[src/rtl/bcd_counter_n.sv]
// Synchronous multi-digit BCD up/down counter with load, wrap/saturate mode,
// terminal-count flag and registered carry pulse. Optional clr port: BCD_COUNTER_SYNC_CLR_EN.
module bcd_counter_n #(
   parameter int unsigned DIGITS = 4,
   parameter int unsigned WRAP   = 1
) (
   input  logic                  clock,
   input  logic                  reset,
`ifdef BCD_COUNTER_SYNC_CLR_EN
   input  logic                  clr,
`endif
   input  logic                  en,
   input  logic                  up,
   input  logic                  load,
   input  logic [4*DIGITS-1:0]   load_val,
   output logic [4*DIGITS-1:0]   q,
   output logic                  tc,
   output logic                  carry
);

   localparam int unsigned W = 4 * DIGITS;

   logic [W-1:0] r_q;
   logic         r_carry;
   logic [W-1:0] w_load_q;
   logic [W-1:0] w_step_q;
   logic [W-1:0] w_q_nxt;
   logic         w_carry_nxt;
   logic         w_all9;
   logic         w_all0;
   logic         w_tc;
   logic         w_clr;

`ifdef BCD_COUNTER_SYNC_CLR_EN
   assign w_clr = clr;
`else
   assign w_clr = 1'b0;
`endif

   // Sanitised load value, single-step value and terminal detection, all digits in parallel
   always_comb begin
      logic [3:0] v_d;
      logic [3:0] v_l;
      logic       v_ripple;
      w_load_q = '0;
      w_step_q = '0;
      w_all9   = 1'b1;
      w_all0   = 1'b1;
      v_ripple = 1'b1;
      for (int i = 0; i < int'(DIGITS); i++) begin
         v_d = r_q[4*i +: 4];
         v_l = load_val[4*i +: 4];
         w_load_q[4*i +: 4] = (v_l > 4'd9) ? 4'd0 : v_l;
         if (!v_ripple)
            w_step_q[4*i +: 4] = v_d;
         else if (up)
            w_step_q[4*i +: 4] = (v_d == 4'd9) ? 4'd0 : 4'(v_d + 4'd1);
         else
            w_step_q[4*i +: 4] = (v_d == 4'd0) ? 4'd9 : 4'(v_d - 4'd1);
         v_ripple = v_ripple && (up ? (v_d == 4'd9) : (v_d == 4'd0));
         w_all9   = w_all9 && (v_d == 4'd9);
         w_all0   = w_all0 && (v_d == 4'd0);
      end
   end

   assign w_tc = up ? w_all9 : w_all0;

   // Edge priority: clr, load, en, hold; carry is a one-cycle pulse
   always_comb begin
      w_q_nxt     = r_q;
      w_carry_nxt = 1'b0;
      if (w_clr) begin
         w_q_nxt = '0;
      end else if (load) begin
         w_q_nxt = w_load_q;
      end else if (en) begin
         if (!w_tc) begin
            w_q_nxt = w_step_q;
         end else if (WRAP != 0) begin
            w_q_nxt     = w_step_q;
            w_carry_nxt = 1'b1;
         end
      end
   end

   always_ff @(posedge clock or negedge reset) begin
      if (!reset) begin
         r_q     <= '0;
         r_carry <= 1'b0;
      end else begin
         r_q     <= w_q_nxt;
         r_carry <= w_carry_nxt;
      end
   end

   assign q     = r_q;
   assign carry = r_carry;
   assign tc    = w_tc;

endmodule

[config.mk]
export PLATFORM = sky130hd
export DESIGN_NAME = bcd_counter_n
export DESIGN_NICKNAME = d
export VERILOG_FILES = /design/src/rtl/bcd_counter_n.sv
export SDC_FILE = /design/constraint.sdc
export NUM_CORES = 1
export LEC_CHECK = 0
export CORE_MARGIN = 5
export CORE_UTILIZATION = 45
export DETAILED_ROUTE_END_ITERATION = 12
export GPL_TIMING_DRIVEN = 0
export PLACE_DENSITY = 0.77
export SYNTH_ARGS = -nofsm -noshare
export SYNTH_HDL_FRONTEND = slang
export SYNTH_SLANG_ARGS = --single-unit
[constraint.sdc]
create_clock -name clock -period 1.8 [get_ports clock]
set_input_delay 0.18 -clock clock [delete_from_list [all_inputs] [get_ports clock]]
set_output_delay 0.18 -clock clock [all_outputs]
set_load 0.02 [all_outputs]
* Word-level counts from Yosys, hierarchy flattened
Index checks and enable logic that the tools add are counted.
** Storage, ports and cells
- Word-level logic and storage cells :: 68
- Register bits after elaboration :: 17
** Cells by class
- Equal/unequal tests :: 4
- $add $sub $neg :: 8
- Multiplexer cells :: 28
- $lt $le $gt $ge :: 4
- Reductions and logical operators :: 19
** Operator list (count)
- 4-bit two-way mux :: 19
- 16-bit two-way mux :: 2
- 4-bit by 1-bit adder with 4-bit output (second input constant) :: 4
- 4-bit == test (second input constant) :: 4
- 4-bit > comparator (second input constant) :: 4
- 4-bit zero test :: 4
- 4-bit by 1-bit subtractor with 4-bit output (second input constant) :: 4
- 1-bit logical AND :: 8
- 2-bit nonzero test :: 4
- 1-bit two-way mux :: 7
- 2-bit AND reduction :: 3

* Longest topological paths before layout
Gate-level depths: netlist of the first run.
- Depth in word-level cells :: 8
- Mapped depth :: 7
- Depth with buffers taken out :: 5

* Worst setup path after synthesis of the first run
OpenSTA, ideal clock, no wires.
- Path kind :: register to register
- Start point :: reg r_q[2] (netlist: q[2])
- End point :: reg r_q[11] (netlist: q[11])
- Path slack :: -0.068 ns
- Stages on the path, launching flop included :: 7
- Data required time :: 1.660 ns
- Setup time :: 0.140 ns
- Arrival time :: 1.728 ns
- Cell sequence :: dfrtp_1 clkbuf_1 or3b_4 a21oi_4 a21oi_2 a2111oi_2 a221oi_1
** Between the ends
- Longest elaborated chain between the ends :: 5
- Elaborated cells between the ends (all ways) :: 6
- Those cells by class :: 1 x eq/ne; 1 x mux; 4 x reduce/logical
** RTL lines
- start: declaration :: line 23 : logic [W-1:0] r_q;
- start signal: assignment :: line 91 : r_q <= w_q_nxt;
- 4-bit == test / 4-bit zero test (equally long branches) :: line 60 : v_ripple = v_ripple && (up ? (v_d == 4'd9) : (v_d == 4'd0));
- 1-bit two-way mux * :: line 60
- 1-bit logical AND * :: line 60
- 2-bit nonzero test (no line) *
- 2-bit AND reduction (no line) *
Every way passes the cells marked *; elsewhere a longest branch is shown, timed or not.
A chain may end at the register's enable or synchronous reset.

* Final worst setup path of the first run
- Start point :: reg r_q[3] (netlist: q[3])
- End point :: reg r_q[13] (netlist: q[13])
** Between the ends
- Longest elaborated chain between the ends :: 6
- Elaborated cells between the ends (all ways) :: 7
- Those cells by class :: 1 x eq/ne; 1 x mux; 5 x reduce/logical
** RTL lines (line)
- 4-bit == test / 4-bit zero test (equally long branches) :: 60
- 1-bit two-way mux * :: 60
- 1-bit logical AND * (2 in series) :: 60
- 2-bit nonzero test (no line) *
- 2-bit AND reduction (no line) *
Marked as above.

==> results of run 1 <==
metrics by stage:
step | hold slack, ps | cells
global placement | 572 | 285
global route | 239 | 302
CTS | 235 | 297
finish | 243 | 302
floorplan | -116 | 202
detailed placement | 568 | 285
final timing paths:
path,to,start,slack [ps],depth (start not counted)
min reg2reg,q[14],q[14],670,2
min in group asynchronous,carry,reset,360,1
max,q[13],q[3],1,5
max reg2reg,q[13],q[3],1,5
max in group asynchronous,q[15],reset,850,1
min,carry,en,240,2
final cells by class:
| class | instances | area, µm² | share of cell area |
|---|---|---|---|
| repair buffers | 54 | 498 | 0.220 |
| flip-flops and latches | 17 | 437 | 0.193 |
| well taps | 46 | 57.6 | 0.0254 |
| multi-input cells | 159 | 1100 | 0.485 |
| inverters | 7 | 26.3 | 0.0116 |
| plain buffers | 15 | 121 | 0.0536 |
| clock buffers | 4 | 26.3 | 0.0116 |
worst max-delay path: cells and delay by family, from the launching register on:
kind                   cells  cell delay [ps]
buffers and inverters      1              200
AND/OR/NAND/NOR            1              410
multiplexers               1              200
flip-flops                 1              450
AO/OA/AOI/OAI              2              410
cell usage after synthesis (4+ instances only):
cell,number,area (µm²)
sky130_fd_sc_hd__o21ai_0,22,110
sky130_fd_sc_hd__nor2_1,18,67.6
sky130_fd_sc_hd__dfrtp_1,17,425
sky130_fd_sc_hd__nand2_1,16,60.1
sky130_fd_sc_hd__clkbuf_1,11,41.3
sky130_fd_sc_hd__a21oi_1,10,50.1
sky130_fd_sc_hd__nand3_1,8,40.0
sky130_fd_sc_hd__inv_1,7,26.3
sky130_fd_sc_hd__buf_2,6,30.0
sky130_fd_sc_hd__xnor2_1,6,52.6
sky130_fd_sc_hd__mux2i_1,5,50.1
sky130_fd_sc_hd__and3_1,4,25.0
sky130_fd_sc_hd__nor3_1,4,20.0
sky130_fd_sc_hd__o21ai_1,4,20.0
flip-flops by register name (all words and copies together) (netlist names):
register  flops
carry         1
q            16
repair_timing:
action                     in CTS  in global routing
pin swaps                       5                  7
gates resized for setup        22                 20
setup endpoints to repair       9                  6
setup buffers                  11                  6
per-layer routing:
| metal | share of wire | vias to the layer above | track usage |
|---|---|---|---|
| li1 | - | 851 | - |
| met4 | 0.012 | 0 | 0.0542 |
| met2 | 0.49 | 51 | 0.318 |
| met1 | 0.45 | 811 | 0.246 |
| met5 | 0 | - | 0 |
| met3 | 0.048 | 7 | 0.0275 |
report_power, final:
group	internal [mW]	switching (mW)	leakage (nW)
registers	0.431	0.0742	0.205
logic	0.382	0.390	0.641
clock network	0.0865	0.138	0.0150
total	0.899	0.602	0.862
logic make-up after synthesis:
kind of cell	synth area share
buf+inv	0.0761
flops	0.270
simple gates	0.270
xor+xnor	0.0389
mux	0.0460
compound gates	0.300
==> run metrics, run 1 <==
run status finished, final reports clean; most frequent cells in the layout sky130_fd_sc_hd__clkdlybuf4s50_1 (35), sky130_fd_sc_hd__o21ai_0 (22), sky130_fd_sc_hd__buf_4 (19); post-placement worst setup slack -675 ps; Port Buf Inserts 37; First-pass DRT Iterations 4; share of final-layout standard cells stronger than drive strength 1 0.242; sum of routed wire length over all layers 4590 µm; routed length per placed instance 15.2 µm; via count of the first global-routing pass 1673; clock-pin transition on the worst setup and hold timing paths 110 ps; worst-skew pair later-pin latency ~300 ps; Worst-Margin Slew 869 ps; global route total overflow 0; Worst VDD drop 0.386 mV; wire length of the first global-routing pass 7490 µm; Area Growth Syn to Fin 43.5%; slowest stage cell, crit path sky130_fd_sc_hd__dfrtp_2; initial cell density of the core 0.469; Avg Vias per Cell 5.70; number of buffers created by CTS 3; max_slew headroom 0.419; maximum fanout count along the critical path 4; antenna diode count 0; time the final worst path needs with I/O delays and setup approximately 1800 ps; Primary FF master, synth sky130_fd_sc_hd__dfrtp_1; sequential area share after synthesis 0.270; endpoint arrival time on the critical path 1980 ps; antenna violations before repair 0; final period utilization 0.999; count of H-tree levels built during CTS 1; synth unique cells 56; series of cell instances along the critical path or3_4, a2111oi_4, buf_4, mux2i_1, o21ai_1; Layout Utilization 0.673; Die Outline Area between 4000 and 5000 µm²; number of flops mapped to enable cells by yosys 0; pwr dens 663 nW/µm²; Clock Skew 6.38 ps; Die Span Y around 70 µm; data required time at the worst endpoint 1980 ps; nature of the critical path startpoint register; number of violations reported at the end of detailed-routing iteration 0 approximately 120; area of the core between 3000 and 4000 µm²; Max Transition Viols Final 0; Slowest Stage Delay on Critical Path around 450 ps; kind of path behind the tightest hold check in2reg; Max Clock Freq 556 MHz; syn avg cell area around 7.8 µm²; instance area at placement 2020 µm²; most common library cell in the layout ignoring fill and taps sky130_fd_sc_hd__clkdlybuf4s50_1; remaining antenna violation count after routing 0; Setup WS post-layout 1.45 ps; filler cell count 308; final setup fails 0; TritonCTS clock tree yes; final hold violation count 0; Net Count, Synth 223; fraction of registers with async set or reset after synthesis 1.00; setup repair after global routing missed its margin true; Max Root-Sink Buffers 2; total standard cell area after synthesis 1580 µm²; Die Width 69.2 µm; total power draw 1.50 mW; Post-Synthesis Cells 202; leakage component of the power between 0.8 and 0.9 nW; TritonCTS Sinks 17; post-detailed-route DRC marker count 0; Final TNS setup 0 ps; register bit total from synthesis 17; kind of critical path reg2reg; total I/O pin count 39; Maximum Capacitance Violations 0; number of standard-cell rows in the floorplan 21; final net count 278; global-route usage over all layers 0.187; via total after detailed routing 1720; Warnings, synthesis 0; count of hold buffers inserted by post-cts repair 0; RePlAce Congestion ~0.90; crit path capture type register; maximum number of pins on one net before global-route repair 18; buffer type at the clock tree root sky130_fd_sc_hd__clkbuf_4; final standard cell area without fillers 2260 µm²; Detail Placement HPWL about 3100 µm
(Power assumes the default switching activity.)
==> run 2, diff against run 1 <==
--- a/config.mk
+++ b/config.mk
@@ -9,7 +9,8 @@
 export CORE_UTILIZATION = 45
 export DETAILED_ROUTE_END_ITERATION = 12
 export GPL_TIMING_DRIVEN = 0
-export PLACE_DENSITY = 0.77
+export PLACE_DENSITY = 0.75
+export SETUP_SLACK_MARGIN = 0.02
 export SYNTH_ARGS = -nofsm -noshare
 export SYNTH_HDL_FRONTEND = slang
 export SYNTH_SLANG_ARGS = --single-unit
==> run metrics, run 2 (same netlist as run 1, synthesis figures left out) <==
run status finished, violations left; violations in the final reports negative setup slack; kind of critical path reg2out; kind of path behind the tightest hold check in2reg; register area 435 µm²; hold path startpoint en; RePlAce Congestion 0.783; Die Outline Area 4790 µm²; data required time at the worst endpoint 1620 ps; remaining antenna violation count after routing 0; Hold WS 239 ps; global-route usage over all layers 0.176; routed length per placed instance 15.0 µm; setup repair after global routing missed its margin true; Worst Path Buf+Inv 2; Maximum Capacitance Violations 0; final net count 274; pwr dens 662 nW/µm²; Avg Vias per Cell 5.85; Detail Placement HPWL 3000 µm; leakage component of the power approximately 0.83 nW; Layout Utilization 0.647; combined area of the multi-input logic cells 1070 µm²; antenna violations before repair 0; Max Clock Freq 524 MHz; Worst-Margin Slew 810 ps; Max Root-Sink Buffers 2; wire length of the first global-routing pass 7110 µm; via count of the first global-routing pass ~1.5k; max_slew headroom 0.459; crit path capture type output port; R2R Path Start q[3]; Setup WS post-layout -110 ps; time the final worst path needs with I/O delays and setup ~1900 ps; Worst VDD drop between 0.3 and 0.4 mV; TritonCTS clock tree yes; TritonCTS Sinks 17; Die Width 69.2 µm; series of cell instances along the critical path clkbuf_4, nor4_2, nand4_1, a21oi_2, buf_4; First-pass DRT Iterations 7; nature of the critical path startpoint register; Clock Skew 3.70 ps; share of final-layout standard cells stronger than drive strength 1 0.222; most frequent cells in the layout sky130_fd_sc_hd__clkdlybuf4s50_1 (35), sky130_fd_sc_hd__o21ai_0 (22), sky130_fd_sc_hd__nand2_1 (16); number of standard-cell rows in the floorplan 21; Die Span Y 69.2 µm; filler cell count 324; endpoint arrival time on the critical path 1730 ps; post-detailed-route DRC marker count 0; sum of routed wire length over all layers 4470 µm; buffer type at the clock tree root sky130_fd_sc_hd__clkbuf_4; Port Buf Inserts 37; Area Growth Syn to Fin 37.9%; area of the core 3360 µm²; post-placement worst setup slack -662 ps; most common library cell in the layout ignoring fill and taps sky130_fd_sc_hd__clkdlybuf4s50_1; initial cell density of the core 0.469; clock-pin transition on the worst setup and hold timing paths ~110 ps; antenna diode count 0; final setup fails 1; global route total overflow 0; number of violations reported at the end of detailed-routing iteration 0 194; Max Transition Viols Final 0; final period utilization 1.06; count of H-tree levels built during CTS 1; maximum fanout count along the critical path 10; final hold violation count 0; via total after detailed routing 1744; worst-skew pair later-pin latency around 290 ps; count of hold buffers inserted by post-cts repair 0; slowest stage cell, crit path sky130_fd_sc_hd__dfrtp_2; critical path launch point q[8]; total I/O pin count 39; number of buffers created by CTS 3; maximum number of pins on one net before global-route repair 18; Slowest Stage Delay on Critical Path approximately 420 ps; max FFs per register 16; delay-heaviest family, CP simple AND/OR/NAND/NOR gates
[run 2: final timing paths]
path	to	slack, ps	cells after the start
min	carry	240	2
max	tc	-110	5
min in group asynchronous	q[10]	340	1
min reg2reg	q[14]	690	2
max in group asynchronous	q[0]	900	1
max reg2reg	q[15]	10	5
[run 2: cell type report]
class | count | area share
multi-input combinational | 159 | 0.493
timing repair buffer | 50 | 0.215
sequential | 17 | 0.200
buffer | 15 | 0.0414
tap | 46 | 0.0265
clock buffer | 4 | 0.0121
inverter | 7 | 0.0121
[run 2: worst register-to-register path, stage by stage, from the launching register on]
cell and delay [ps]:
sky130_fd_sc_hd__dfrtp_2 430, sky130_fd_sc_hd__or3_4 400, sky130_fd_sc_hd__a2111oi_4 340, sky130_fd_sc_hd__buf_4 200, sky130_fd_sc_hd__mux2i_2 220, sky130_fd_sc_hd__o21ai_1 70
[run 2: layer usage]
layer	share of wire	track usage	routed length, µm	vias up
li1	-	-	-	843
met1	0.45	0.250	1990	807
met2	0.47	0.283	2110	83
met3	0.074	0.0275	329	11
met4	0.0090	0.0304	40	0
met5	0	0	0	-
[run 2: timing repair]
item / in CTS / in global routing
setup endpoints to repair: 10 / 10
pin swaps: 3 / 2
setup buffers: 11 / 2
gates resized for setup: 15 / 12
gates cloned: 0 / 0
[run 2: through the flow]
step	std cells	total power [mW]	area [µm²]	TNS [ps]
detailed placement	285	1.16	2040	-5060
CTS	297	1.43	2140	0
global placement	285	1.15	2040	-4710
finish	298	1.44	2180	-110
floorplan	202	0.928	1610	-11.4
global route	298	1.54	2180	-359
[run 2: power breakdown]
group	switching [mW]	leakage [nW]	internal (mW)
clock network	0.134	0.0150	0.0861
registers	0.0688	0.207	0.430
logic	0.376	0.610	0.347
total	0.578	0.832	0.863
